==> src/rtl/fetch_queue.sv <==
// rtl/fetch_queue.sv - instruction fetch unit: PC sequencing, one-cycle imem read, FWFT decode queue
module fetch_queue #(
    parameter int                DATA_W   = 32,
    parameter int                ADDR_W   = 32,
    parameter int                DEPTH    = 4,
    parameter int                PC_STEP  = 4,
    parameter logic [ADDR_W-1:0] RESET_PC = '0
) (
    input  logic                      clk,
    input  logic                      rst,
    input  logic                      en,
    input  logic                      redirect,
    input  logic [ADDR_W-1:0]         redirect_pc,
    output logic                      imem_req,
    output logic [ADDR_W-1:0]         imem_addr,
    input  logic [DATA_W-1:0]         imem_rdata,
    output logic                      out_valid,
    input  logic                      out_ready,
    output logic [DATA_W-1:0]         out_instr,
    output logic [ADDR_W-1:0]         out_next_pc,
    output logic [$clog2(DEPTH):0]    count
);

    localparam int                PTR_W = $clog2(DEPTH);
    localparam int                CNT_W = PTR_W + 1;
    localparam logic [ADDR_W-1:0] STEP  = ADDR_W'(PC_STEP);

    logic [ADDR_W-1:0] pc;
    logic [ADDR_W-1:0] tag;
    logic              inflight;
    logic [PTR_W-1:0]  wr_ptr;
    logic [PTR_W-1:0]  rd_ptr;
    logic [DATA_W-1:0] mem_instr [DEPTH];
    logic [ADDR_W-1:0] mem_npc   [DEPTH];
    logic              pop;
    logic              push;
    logic [CNT_W:0]    occupancy;

    assign out_valid = (count != '0);
    assign pop       = out_valid & out_ready;
    // A redirect kills the response landing this cycle along with the queue.
    assign push      = inflight & ~redirect;

    // Entries held plus the one still in flight must fit after this cycle's pop.
    assign occupancy = {1'b0, count} + (CNT_W+1)'(inflight) - (CNT_W+1)'(pop);
    assign imem_req  = rst & en & ~redirect & (occupancy < (CNT_W+1)'(DEPTH));
    assign imem_addr = pc;

    assign out_instr   = out_valid ? mem_instr[rd_ptr] : '0;
    assign out_next_pc = out_valid ? mem_npc[rd_ptr]   : '0;

    always_ff @(posedge clk or negedge rst) begin
        if (!rst) begin
            pc       <= RESET_PC;
            tag      <= '0;
            inflight <= 1'b0;
            wr_ptr   <= '0;
            rd_ptr   <= '0;
            count    <= '0;
        end else if (redirect) begin
            pc       <= redirect_pc;
            inflight <= 1'b0;
            wr_ptr   <= '0;
            rd_ptr   <= '0;
            count    <= '0;
        end else begin
            if (imem_req) begin
                pc  <= pc + STEP;
                tag <= pc;
            end
            inflight <= imem_req;
            if (push) begin
                wr_ptr <= wr_ptr + 1'b1;
            end
            if (pop) begin
                rd_ptr <= rd_ptr + 1'b1;
            end
            count <= count + CNT_W'(push) - CNT_W'(pop);
        end
    end

    always_ff @(posedge clk) begin
        if (push) begin
            mem_instr[wr_ptr] <= imem_rdata;
            mem_npc[wr_ptr]   <= tag + STEP;
        end
    end

endmodule

==> config.mk <==
export PLATFORM = sky130hd
export DESIGN_NAME = fetch_queue
export DESIGN_NICKNAME = d
export VERILOG_FILES = /design/src/rtl/fetch_queue.sv
export SDC_FILE = /design/constraint.sdc
export NUM_CORES = 1
export LEC_CHECK = 0
export CAP_MARGIN = 10
export CORE_ASPECT_RATIO = 1.75
export CORE_UTILIZATION = 60
export DETAILED_ROUTE_END_ITERATION = 10
export HOLD_SLACK_MARGIN = 0.08
export PLACE_DENSITY_LB_ADDON = 0.1
export RECOVER_POWER = 25
export SYNTH_ARGS = -nofsm -noshare
export SYNTH_HDL_FRONTEND = slang
export SYNTH_SLANG_ARGS = --single-unit
==> constraint.sdc <==
create_clock -name clk -period 5.5 [get_ports clk]
set_input_delay 1.1 -clock clk [delete_from_list [all_inputs] [get_ports clk]]
set_output_delay 1.1 -clock clk [all_outputs]
set_load 0.01 [all_outputs]
Word-level counts from Yosys, hierarchy flattened

Memories as Yosys holds them, arrays and structs flattened.
Cells that the tools add are included.

Flip-flop bits (word level): 72
RAM bits: 256
Output and inout port bits: 101
Word-level logic and storage cells: 40
Memories kept: 2

Add/sub/neg operators: 8
Magnitude comparators: 1
Muxes and demuxes: 12
Bitwise logic cells: 6
Reductions and logical operators: 5

Memory list:

| memory    | depth | width | read ports | clocked after memory_dff | write ports | RTL line | text |
|---|---|---|---|---|---|---|---|
| mem_instr | 4     | 32    | 1          | 0                        | 1           | 33       | `logic [DATA_W-1:0] mem_instr [DEPTH];` |
| mem_npc   | 4     | 32    | 1          | 0                        | 1           | 34       | `logic [ADDR_W-1:0] mem_npc [DEPTH];` |

Operator list:

| cell                                                                         | count |
|---|---|
| 32-bit two-way mux                                                           | 4 |
| 32-bit by 3-bit adder with 32-bit output, second input constant              | 2 |
| 2-bit two-way mux                                                            | 4 |
| 2-bit nonzero test                                                           | 3 |
| 1-bit AND                                                                    | 5 |
| 2-bit by 1-bit adder with 2-bit output, second input constant                | 2 |
| 3-bit by 1-bit adder with 4-bit output                                       | 1 |
| 4-bit by 3-bit less-than comparator with 1-bit output, second input constant | 1 |
| 4-bit by 1-bit subtractor with 4-bit output                                  | 1 |
| 3-bit by 1-bit adder with 3-bit output                                       | 1 |
| 1-bit two-way mux                                                            | 3 |
| 3-bit two-way mux                                                            | 1 |
| 3-bit nonzero test                                                           | 1 |
| 3-bit by 1-bit subtractor with 3-bit output                                  | 1 |
| 2-bit AND reduction                                                          | 1 |
| 1-bit inverter                                                               | 1 |

Longest topological paths before layout

Word-level depth: 7
Mapped depth: 10
Gate-level depth less buffers: 8

Least setup slack after synthesis

OpenSTA, ideal clock, no wires.

Path type: input -> output
Start: in out_ready
End: out imem_req
Data arrival time: 2.713 ns
Required time: 4.400 ns
Setup slack: 1.687 ns
Stages on the path: 7
Cell sequence: nand2_1 > or2_2 > ha_1 > a31oi_4 > mux2i_1 > nor3_4 > buf_6

Word-level cells in the longest chain between the ends: 4

RTL lines:

| element                                               | RTL line | text |
|---|---|---|
| from (decl)                                           | 18       | `input logic out_ready,` |
| 1-bit AND                                             | 40       | `assign pop = out_valid & out_ready;` |
| 4-bit by 1-bit subtractor with 4-bit output           | 45       | `assign occupancy = {1'b0, count} + (CNT_W+1)'(inflight) - (CNT_W+1)'(pop);` |
| 4-bit by 3-bit less-than comparator with 1-bit output | 46       | `assign imem_req = rst & en & ~redirect & (occupancy < (CNT_W+1)'(DEPTH));` |
| 1-bit AND                                             | 46       |  |
| to (decl)                                             | 14       | `output logic imem_req,` |

No other way between the ends.

Final worst setup path

Start: reg count[1]
End: out imem_req

Word-level cells in the longest chain between the ends: 5
Elaborated cells between the ends (all ways): 6
Classes of those cells: 2 x add/sub; 1 x order compare; 2 x bitwise; 1 x reduce/logical

RTL lines:

| element                                                                                        | RTL line | text |
|---|---|---|
| from (decl)                                                                                    | 21       | `output logic [$clog2(DEPTH):0] count` |
| from (signal assigned)                                                                         | 78       | `count <= count + CNT_W'(push) - CNT_W'(pop);` |
| parallel branches: the longest is 2 deep, another holds 3-bit by 1-bit adder with 4-bit output | --       |  |
| 4-bit by 1-bit subtractor with 4-bit output (*)                                                | 45       |  |
| 4-bit by 3-bit less-than comparator with 1-bit output (*)                                      | 46       |  |
| 1-bit AND (*)                                                                                  | 46       |  |

Mark *: on every way between the ends.

==> flow_metrics.tcl <==
set metrics [dict create \
    fin_util_pct 73.7 \
    rsz0062_at_grt "no" \
    io_pins 170 \
    synthAdderAreaFrac_pct 0.963 \
    first_global_vias 8520 \
    num_vias 7930 \
    drive_gt1_share_pct 16.7 \
    relSlewSlack_pct 38.8 \
    cts_hold_buf 0 \
    worst-setup-path-type "flip-flop to output pin" \
    finalSetupViolations 0 \
    ant_nets 0 \
    hold_viol_final 0 \
    synth_mux_area_share_pct 13.6 \
    synth_top_cell_area_share_pct 55.8 \
    r2r_setup_slack_ns 1.86 \
    period_share_pct 89.1 \
    endpoint "imem_req" \
    synth.most_common_cell "edfxtp_1" \
    p_per_area_mw_per_mm2 443 \
    die_area_mm2 0.0236 \
    overflow 0 \
    p_leak_uw 0.00557 \
    die_w_um 117 \
    grt_first_pass_wirelength_mm 44.0 \
    syn-num-nets 897 \
    cts_resized 0 \
    avgSynthCellArea_um2 16.8 \
    timing.rr.end "tag[6]" \
    clock_latency_ns 0.54 \
    hold_class "flip-flop to flip-flop" \
    clock.fmax_ghz 0.204 \
    die_height_um 202 \
    dr.first_iter.drc_count 439 \
    cts_root_buf "clkbuf_16" \
    required_ns 4.40 \
    synth_warnings 0 \
    grt_usage_pct 24.8 \
    coreArea_mm2 0.0227 \
    drc 0 \
    crit_start "count[1]" \
    synth_cell_types 40 \
    synth_top_family_by_area "multiplexers" \
    nets 1070 \
    status "completed" \
    synth_commonest_cells "edfxtp_1 (256), and2_1 (73), dfrtp_1 (72)" \
    r2r-start "count[1]" \
    post-cts-setup-buffer-count 0 \
    peakVddDrop_uv 255 \
    wl_mm 27.9 \
    synth-edff-count 256 \
    timing.final.crit_period_ns 4.90 \
    start_util_pct 60.8 \
    p_total_uw 7400 \
    dr.pass1.iters 4 \
    end_kind "output pin" \
    arrival_ns 3.80 \
    cts.sinks 328 \
    antenna_cells 0 \
    r2r_cells 10 \
    cts.htree.levels 1 \
    synth_compound_area_share_pct 2.91 \
    yosys.area_share.simple_pct 9.55 \
    wl_per_cell_um 21.3 \
    synth_cells 818 \
    tightestPinTransition_ns 0.919 \
    synthXorXnorAreaFrac_pct 2.29 \
    finalClockSkew_ns 0.00698 \
    vias_per_cell 6.05 \
    numPortBuffers 169 \
    ys_seq_area_share_pct 68.9 \
    async_flop_share_pct 22.0 \
    startpoint_type "flip-flop" \
    synth_area_mm2 0.0138 \
    crit_fanout 67 \
    numCtsBuffers 28 \
    antenna_found_initial 0 \
    ys.flop_type "edfxtp_1" \
    cts_tree "built" \
    gp_congestion 0.814 \
    ys_seq_elements 328 \
    final_max_slew_viol_count 0 \
    drv_cap 0 \
    cts.path.max_buffers 3 \
    grt_max_degree 74 \
    fin_ws_ns 0.599 \
    ys_top_cells_by_area "edfxtp_1 (56%), dfrtp_1 (13%), mux4_2 (10%)" \
    hpwl_mm 18.5 \
    yosys.area.top_type "edfxtp_1" \
    rows 73 \
    area_growth_pct 21.2 \
    clk_pin_slew_worst_paths_ns 0.07 \
    dp_slack_ns 0.728 \
    finalSetupTns_ns 0 \
]
## worst min path at each step
stage                 start             to  slack, ns  cells after the start
floorplan            tag[0]  mem_npc[0][0]       0.47                      0
global placement     tag[1]  mem_npc[2][1]       0.51                      0
detailed placement  tag[31]        tag[31]       0.52                      1
CTS                 tag[31]        tag[31]       0.54                      1
global route        tag[31]        tag[31]       0.56                      1
finish              tag[31]        tag[31]       0.54                      1
## flip-flops by register name (all words and copies together), names as in the netlist
register	count
rd_ptr	2
mem_npc	128
imem_addr	32
wr_ptr	2
tag	32
mem_instr	128
inflight	1
count	3
## worst max-delay path, cell delays in order, from the launching register on
cell             delay, ns
dfrtp_1               0.45
or3_2                 0.15
buf_4                 0.50
nand2_1               0.26
or2_2                 0.33
ha_1                  0.32
a31oi_4               0.25
mux2i_1               0.17
nor3_4                0.24
clkdlybuf4s50_1       0.58
## logic make-up after synthesis
| logic type | Yosys count |
|---|---|
| compound gates | 55 |
| xor+xnor | 36 |
| fa+ha+maj | 10 |
| buf+inv | 55 |
| flops | 328 |
| mux | 103 |
| simple gates | 231 |
## layout by cell type, fill, tap and decap left out, types with 26 or more instances in the layout
cell and n:
and2_1 69, clkbuf_16 30, nand2_1 29, xnor2_1 28
nand3_1 26, clkdlybuf4s50_1 136, mux4_2 64, nor2_1 35
mux2_2 35, edfxtp_1 256, dfrtp_1 70, dlygate4sd3_1 32
## power by group
part           switching (uW)  leakage (uW)  internal, uW
Sequential                295       0.00316          3020
Combinational             956       0.00197          1220
Clock                     817      0.000439          1090
Total                    2070       0.00557          5330
## routing by layer
layer / wire length (um) / track usage, % / up-vias
li1: - / - / 3536
met1: 10500 / 28.5 / 4080
met2: 15300 / 46.0 / 260
met3: 1210 / 2.99 / 54
met4: 881 / 9.95 / 0
met5: 0 / 0 / -
## stage by stage
| stage | instance area (um2) | cells | hold slack, ns |
|---|---|---|---|
| after floorplan | 13800 | 818 | 0.472 |
| after global placement | 15800 | 1260 | 0.509 |
| after detailed placement | 15800 | 1260 | 0.523 |
| after CTS | 16700 | 1310 | 0.538 |
| after global routing | 16700 | 1311 | 0.563 |
| final | 16700 | 1311 | 0.535 |
## area by class of cell
class,count,area (um2)
clock buffers,44,837
clock inverters,6,53.8
fillers,1449,5960
inverters,13,48.8
multi-input cells,435,4060
flip-flops and latches,328,9490
well taps,300,375
repair buffers,185,1830
Power figures use the tool's default switching activity.
